<file path="src/rtl/dbg_cmd_pkg.sv">
// Shared encodings for the debug command front end: command codes,
// FSM states and button indices.
package dbg_cmd_pkg;

  typedef enum logic [1:0] {
    CMD_NOP   = 2'b00,
    CMD_WRITE = 2'b01,
    CMD_READ  = 2'b10,
    CMD_STEP  = 2'b11
  } cmd_e;

  typedef enum logic [1:0] {
    ST_IDLE     = 2'b00,
    ST_ISSUE    = 2'b01,
    ST_WAIT_REL = 2'b10
  } state_e;

  localparam int unsigned NUM_BTN = 4;
  localparam int unsigned BTN_U   = 0;
  localparam int unsigned BTN_D   = 1;
  localparam int unsigned BTN_R   = 2;
  localparam int unsigned BTN_L   = 3;

endpackage

</file>
<file path="src/rtl/btn_debounce.sv">
// Two-flop synchroniser, consecutive-sample debouncer and rising-edge
// detector for a single raw push-button.
module btn_debounce #(
  parameter int unsigned DEBOUNCE_CYCLES = 1000000
) (
  input  logic clk,
  input  logic reset,
  input  logic btn_raw,
  output logic level,
  output logic press
);

  localparam int unsigned CW = (DEBOUNCE_CYCLES > 1) ? $clog2(DEBOUNCE_CYCLES) : 1;

  logic          sync1_q, sync2_q;
  logic          level_q, level_d;
  logic          prev_q;
  logic          press_q;
  logic [CW-1:0] cnt_q, cnt_d;

  // Level flips on the DEBOUNCE_CYCLES-th consecutive disagreeing sample.
  always_comb begin
    level_d = level_q;
    cnt_d   = '0;
    if (sync2_q != level_q) begin
      if (cnt_q == CW'(DEBOUNCE_CYCLES - 1)) begin
        level_d = sync2_q;
      end else begin
        cnt_d = cnt_q + CW'(1);
      end
    end
  end

  always_ff @(posedge clk) begin
    if (reset) begin
      sync1_q <= 1'b0;
      sync2_q <= 1'b0;
      level_q <= 1'b0;
      cnt_q   <= '0;
      prev_q  <= 1'b0;
      press_q <= 1'b0;
    end else begin
      sync1_q <= btn_raw;
      sync2_q <= sync1_q;
      level_q <= level_d;
      cnt_q   <= cnt_d;
      prev_q  <= level_q;
      press_q <= level_q & ~prev_q;
    end
  end

  assign level = level_q;
  assign press = press_q;

endmodule

</file>
<file path="src/rtl/dbg_cmd_frontend.sv">
// Turns debounced button presses into single, fixed-length debug command
// windows with a frozen switch-derived address/data snapshot.
module dbg_cmd_frontend #(
  parameter int unsigned DEBOUNCE_CYCLES = 1000000,
  parameter int unsigned CMD_HOLD        = 4
) (
  input  logic        clk,
  input  logic        reset,
  input  logic        btnU,
  input  logic        btnD,
  input  logic        btnR,
  input  logic        btnL,
  input  logic [15:0] sw,
  output logic [31:0] addr_in,
  output logic [31:0] data_in,
  output logic [1:0]  cmd,
  output logic        busy,
  output logic [7:0]  offset
);

  import dbg_cmd_pkg::*;

  localparam int unsigned HW = (CMD_HOLD > 1) ? $clog2(CMD_HOLD) : 1;

  logic [NUM_BTN-1:0] btn_raw;
  logic [NUM_BTN-1:0] level;
  logic [NUM_BTN-1:0] press;

  assign btn_raw = {btnL, btnR, btnD, btnU};

  for (genvar i = 0; i < NUM_BTN; i++) begin : g_btn
    btn_debounce #(
      .DEBOUNCE_CYCLES(DEBOUNCE_CYCLES)
    ) u_btn (
      .clk    (clk),
      .reset  (reset),
      .btn_raw(btn_raw[i]),
      .level  (level[i]),
      .press  (press[i])
    );
  end

  logic [13:0] sw_s1_q, sw_s2_q;
  logic        unused_sw;
  assign unused_sw = ^sw[15:14];

  state_e        state_q, state_d;
  logic [HW-1:0] hold_q, hold_d;
  cmd_e          cmd_q, cmd_d;
  logic [7:0]    offset_q, offset_d;
  logic [7:0]    addr_q, addr_d;
  logic [5:0]    data_q, data_d;
  logic          busy_q;

  // Priority U > D > R > L; btnL only wins when no command button pressed.
  cmd_e win_cmd;
  logic win_l;
  always_comb begin
    win_cmd = CMD_NOP;
    win_l   = 1'b0;
    if (press[BTN_U])      win_cmd = CMD_WRITE;
    else if (press[BTN_D]) win_cmd = CMD_READ;
    else if (press[BTN_R]) win_cmd = CMD_STEP;
    else if (press[BTN_L]) win_l   = 1'b1;
  end

  always_ff @(posedge clk) begin
    if (reset) begin
      sw_s1_q  <= '0;
      sw_s2_q  <= '0;
      state_q  <= ST_IDLE;
      hold_q   <= '0;
      cmd_q    <= CMD_NOP;
      offset_q <= '0;
      addr_q   <= '0;
      data_q   <= '0;
      busy_q   <= 1'b0;
    end else begin
      sw_s1_q  <= sw[13:0];
      sw_s2_q  <= sw_s1_q;
      state_q  <= state_d;
      hold_q   <= hold_d;
      cmd_q    <= cmd_d;
      offset_q <= offset_d;
      addr_q   <= addr_d;
      data_q   <= data_d;
      busy_q   <= (state_d != ST_IDLE);
    end
  end

  always_comb begin
    state_d = state_q;
    hold_d  = hold_q;
    case (state_q)
      ST_IDLE: begin
        if (win_cmd != CMD_NOP) begin
          state_d = ST_ISSUE;
          hold_d  = HW'(CMD_HOLD - 1);
        end else if (win_l) begin
          state_d = ST_WAIT_REL;
        end
      end
      ST_ISSUE: begin
        if (hold_q == '0) state_d = ST_WAIT_REL;
        else              hold_d  = hold_q - HW'(1);
      end
      ST_WAIT_REL: begin
        if (level == '0) state_d = ST_IDLE;
      end
      default: state_d = ST_IDLE;
    endcase
  end

  // Outputs are computed as next-state so every port comes straight from a flop.
  always_comb begin
    cmd_d    = cmd_q;
    offset_d = offset_q;
    addr_d   = addr_q;
    data_d   = data_q;
    case (state_q)
      ST_IDLE: begin
        cmd_d = CMD_NOP;
        if (win_cmd != CMD_NOP) begin
          cmd_d  = win_cmd;
          addr_d = sw_s2_q[7:0] + offset_q;
          data_d = sw_s2_q[13:8];
        end else if (win_l) begin
          offset_d = offset_q + 8'd1;
        end
      end
      ST_ISSUE: begin
        if (hold_q == '0) cmd_d = CMD_NOP;
      end
      default: cmd_d = CMD_NOP;
    endcase
  end

  assign addr_in = {24'b0, addr_q};
  assign data_in = {26'b0, data_q};
  assign cmd     = cmd_q;
  assign busy    = busy_q;
  assign offset  = offset_q;

endmodule

</file>
<file path="config.mk">
export PLATFORM = sky130hd
export DESIGN_NAME = dbg_cmd_frontend
export DESIGN_NICKNAME = d
export VERILOG_FILES = /design/src/rtl/dbg_cmd_pkg.sv /design/src/rtl/btn_debounce.sv /design/src/rtl/dbg_cmd_frontend.sv
export SDC_FILE = /design/constraint.sdc
export NUM_CORES = 1
export LEC_CHECK = 0
export CAP_MARGIN = 15
export CELL_PAD_IN_SITES_DETAIL_PLACEMENT = 0
export CELL_PAD_IN_SITES_GLOBAL_PLACEMENT = 2
export CORE_ASPECT_RATIO = 1.1
export CORE_MARGIN = 2
export CORE_UTILIZATION = 33
export DETAILED_ROUTE_END_ITERATION = 10
export PLACE_DENSITY = 0.78
export SLEW_MARGIN = 10
export SYNTH_ARGS = -nofsm -noshare
export SYNTH_HDL_FRONTEND = slang
export SYNTH_SLANG_ARGS = --single-unit
export TNS_END_PERCENT = 50
</file>
<file path="constraint.sdc">
create_clock -name clk -period 2.3 [get_ports clk]
set_input_delay 0.69 -clock clk [delete_from_list [all_inputs] [get_ports clk]]
set_output_delay 0.69 -clock clk [all_outputs]
set_load 0.01 [all_outputs]
</file>
Yosys cells after proc, flatten, opt, wreduce, memory -nomap -nowiden:

Index checks and enable logic that the tools add are counted.

* flip-flop bits (word level): 157
* bits in latches: 0
* memory bits (writable): 0
* memory bits (read-only): 0
* input port bits: 22
* logic and storage cells: 101
* memories kept: 0

* add/sub/neg operators: 7
* multipliers: 0
* divide/modulo/power cells: 0
* order comparisons: 0
* eq/ne operators: 13
* shift operators: 0
* muxes and demuxes: 18
* bitwise logic cells: 13
* reduce and logical (&&, ||, !) cells: 17

Operators with widths (number)
* adder 20 x 1 -> 20 bit, second input constant: 4
* equality test 20 bit, second input constant: 4
* two-way mux 2 bit: 11
* OR reduction 3 bit: 4
* AND reduction 2 bit: 5
* NOT 1 bit: 9
* adder 8 x 1 -> 8 bit, second input constant: 1
* adder 8 bit: 1
* case mux 2 bit (2 select lines): 2
* inequality test 2 bit, second input constant: 3
* case mux 2 bit (3 select lines): 1
* AND reduction 3 bit: 2
* nonzero test 2 bit: 3
* AND 1 bit: 4
* logical NOT 2 bit: 2
* logical NOT 4 bit: 1
* two-way mux 1 bit: 4
* inequality test 1 bit: 4
* equality test 2 x 1 -> 1 bit, second input constant: 1
* equality test 2 bit, second input constant: 1
* subtractor 2 x 1 -> 2 bit, second input constant: 1

Logic depth before layout (Yosys ltp):

* depth after elaboration: 8
* mapped depth: 6

Modules after synthesis:

From an unflattened synthesis, not the netlist that was laid out.

* cell total of the unflattened synthesis: 755
* area, all modules: 6891.6 um^2

Modules (own cells, without submodules)
* btn_debounce: instances 4, cells each 119, area each 1074.8 um^2, sequential area each 500.5 um^2
* dbg_cmd_frontend: instances 1, cells each 279, area each 2592.5 um^2, sequential area each 1141.1 um^2

Worst setup path after synthesis:

No wires, ideal clock.

* path type: reg2reg
* start: register offset_q[0], in the netlist offset[0]
* end: register addr_q[6]
* setup time: 134 ps
* arrival time: 2023 ps
* data required time: 2166 ps
* path slack: 143 ps
* stages on the path, launching flop included: 7
* path buffers: 0
* path through: dfxtp_1 -> ha_1 -> fa_1 -> a21o_1 -> a211oi_1 -> nor4b_1 -> or4_1

* longest elaborated chain between the ends: 1

Ends and longest elaborated chain
* start, declared: RTL line dbg_cmd_frontend.sv:50 `logic [7:0] offset_q, offset_d;`
* start signal, assigned: RTL line dbg_cmd_frontend.sv:84 `offset_q <= offset_d;`
* adder 8 bit: RTL line dbg_cmd_frontend.sv:125 `addr_d = sw_s2_q[7:0] + offset_q;`
* end signal, assigned: RTL line dbg_cmd_frontend.sv:85 `addr_q <= addr_d;`
* end, declared: RTL line dbg_cmd_frontend.sv:51 `logic [7:0] addr_q, addr_d;`

No other way between the ends.
A chain may end at the register's enable or synchronous reset.

Final worst setup path:

* start: register offset_q[1], in the netlist offset[1]
* end: output offset[1]

RTL lines
* end, declared: RTL line dbg_cmd_frontend.sv:18 `output logic [7:0] offset`

No word-level cell between the ends.

==> results.md <==
* Status: finished, final reports clean
* Final setup viols at 0
* Arrival time worst endpoint at 1.47 ns
* Vias in the first global route at 4,913
* Place WS at 0.0800 ns
* Clock latency on the worst-skew pair at 0.42 ns
* Final setup TNS at 0 ns
* Die height at 155 um
* Critical path endpoint category: output pin
* # Post-CTS Setup Buffers at 0
* Fin. max-slew vios at 0
* CP top delay family: buffers and inverters
* Total global routing overflow at 0
* #FFs+latches synth at 157
* First-pass GRT wire length at 23,100 um
* Total of max-cap violations at 0
* Critical path's slowest cell: clkdlybuf4s50_1
* R2R Setup Slk at 0.14 ns
* Distinct cells, synth at 54
* # IOs at 97
* Core ar. at 20,400 um2
* Max clock buf depth at 2
* Row cnt at 55
* Vias at 5,195
* Initial antenna violation count at 0
* Fill count at 2,090
* Detailed placement HPWL at 9780 um
* Slew HR at 0.489
* Port buffer count at 44
* Final Cycle Share at 0.940
* Asr flop ratio synth at 0
* CTS tree: yes
* Register area share after synthesis at 0.460
* GRT Resource Usage Total at 0.128
* Power density over the cells at 716 nW/um2
* Delay of the slowest cell on the worst path at 0.59 ns
* Root Buffer: clkbuf_16
* Gpl congestion at 0.731
* Initial Util at 0.335
* Worst VDD drop at 0.510 mV
* CP Max Fanout at 6
* DR iter-0 viols at 202
* Detailed Route WL at 13,700 um
* Vias per cell at 4.83
* TritonCTS Sinks at 157
* Horiz. Die Dim at 141 um
* Post-Syn Instances at 758
* DRC at 0
* Clk pin slew, worst setup/hold paths at 0.06 ns
* Fin crit period at 2.16 ns
* Diode count at 0
* Worst Hold Class: reg -> reg
* Hold Buf Count CTS at 0
* Startpoint types: flop
* WP buf/inv at 1
* Critical-path cell list: clkdlybuf4s50_1
* Primary FF master, synth: dfxtp_1
* Num CTS Buffers at 17
* Largest net degree at the start of global routing at 43
* Remaining antenna violation count after routing at 0
* Clock skew at 0.00913 ns
* Die ar. at 21,900 um2
* RSZ-0062 raised after global routing: no
* YS warnings at 0
* Final worst setup slack at 0.139 ns
* WS Path Type: reg -> out
* H-tree Lvls at 4
* Pleak at 2.80 nW
* Post-synth EDFFs at 0
* Fin. Hold Viols at 0
* Layout cells sized above 1 at 0.0708
* Final-stage net count at 842
* Cell Area, Synth at 6840 um2
* Critical Path RT at 1.61 ns
* DR pass1 iterations at 5
* Mapped Avg Cell Area at 9.02 um2
* Area Growth Syn to Fin at 17.1%
* WL/cell at 12.7 um
* Max Clock Freq at 463 MHz
* Worst-Margin Slew at 0.765 ns
timing repair:
item,in CTS,in global routing
gates resized for setup,0,1
endpoints found under the hold margin,0,0
endpoints found under the setup margin,0,1
cells in the mapped netlist, types with 4 or more instances:
| cell | instances | share of area |
|---|---|---|
| o21ai_0 | 23 | 0.017 |
| nand2_1 | 46 | 0.025 |
| xnor2_1 | 26 | 0.033 |
| clkbuf_1 | 21 | 0.012 |
| and3_1 | 7 | 0.0064 |
| and4_1 | 7 | 0.0090 |
| buf_4 | 51 | 0.056 |
| o31ai_1 | 11 | 0.012 |
| a21oi_1 | 41 | 0.030 |
| nor3b_1 | 5 | 0.0055 |
| or3_1 | 18 | 0.016 |
| nor2_1 | 79 | 0.043 |
| dfxtp_1 | 157 | 0.46 |
| nor3_1 | 9 | 0.0066 |
| nand3_1 | 34 | 0.025 |
| nor4_1 | 4 | 0.0037 |
| xor2_1 | 35 | 0.045 |
| ha_1 | 13 | 0.024 |
| or4_1 | 21 | 0.023 |
| nor2b_1 | 47 | 0.043 |
| nand4_1 | 22 | 0.020 |
| and2_1 | 7 | 0.0064 |
| buf_2 | 5 | 0.0037 |
| a211oi_1 | 5 | 0.0055 |
| inv_1 | 18 | 0.0099 |
| nor4b_1 | 6 | 0.0077 |
where the power goes:
| part | switching, W | internal (W) | leakage [nW] |
|---|---|---|---|
| clock network | 0.00109 | 0.00173 | 0.277 |
| logic | 0.0000939 | 0.0000611 | 1.25 |
| registers | 0.0000110 | 0.00275 | 1.27 |
area by class of cell:
type                       count  area, um2  area share
inverter                      18       67.6     0.00843
clock inverter                10        139      0.0173
tap                          256        320      0.0400
timing repair buffer          60        568      0.0709
clock buffer                  22        454      0.0567
multi-input combinational    552       3320       0.414
sequential                   157       3140       0.392
metal layers:
metal	up-vias	GRT usage	part of all wire
li1	2622	-	-
met1	2465	0.158	0.45
met2	94	0.220	0.50
met3	14	0.0320	0.034
met4	0	0.0414	0.011
met5	-	0	0
per-stage QoR:
stage	cell area [um2]	power (W)	util	hold WS [ns]	instances
detailed placement	7410	0.00298	0.363	0.374	1043
floorplan	7020	0.00298	-	0.367	807
global route	8010	0.00596	0.392	0.400	1075
global placement	7410	0.00297	0.363	0.374	1043
CTS	8010	0.00583	0.392	0.384	1075
finish	8010	0.00574	0.392	0.384	1075
worst paths after layout:
| check | start | endpoint | cells after the start |
|---|---|---|---|
| worst max-delay path | offset[1] | offset[1] | 1 |
| worst min-delay path | g_btn[0].u_btn.prev_q | g_btn[0].u_btn.press | 1 |
| worst max register to register | offset[0] | addr_q[6] | 6 |
| worst min register to register | g_btn[0].u_btn.prev_q | g_btn[0].u_btn.press | 1 |
layout by cell type, fill, tap and decap left out, types with 3 or more instances in the layout:
cell type        count
dfxtp_1            157
nor2_1              79
conb_1              50
nor2b_1             47
nand2_1             46
clkdlybuf4s50_1     43
a21oi_1             41
xor2_1              35
nand3_1             34
xnor2_1             26
o21ai_0             23
nand4_1             22
or4_1               21
inv_1               18
or3_1               18
clkbuf_16           17
buf_4               15
ha_1                13
o31ai_1             11
nor3_1               9
and4_1               7
and2_1               7
and3_1               7
nor4b_1              6
nor3b_1              5
nor4_1               4
a211oi_1             4
clkbuf_1             4
clkinvlp_4           4
o21ai_1              3
a21o_1               3
bufinv_16            3
cells by family after synthesis:
logic type,Yosys count,synth area share
multiplexers,1,0.00165
other,1,0.000548
buffers and inverters,98,0.0827
flip-flops,157,0.460
adder cells (fa/ha/maj),14,0.0267
AO/OA/AOI/OAI,98,0.0847
AND/OR/NAND/NOR,328,0.266
XOR/XNOR,61,0.0781
sequential cells by signal (all words and copies together), names as in the netlist, 2 cells and up:
signal	cells
g_btn.u_btn.cnt_q	80
sw_s1_q	14
sw_s2_q	14
addr_q	8
offset	8
data_q	6
g_btn.u_btn.level	4
g_btn.u_btn.press	4
g_btn.u_btn.prev_q	4
g_btn.u_btn.sync1_q	4
g_btn.u_btn.sync2_q	4
cmd	2
hold_q	2
state_q	2
Note: power is estimated with default switching activity, not from simulation.
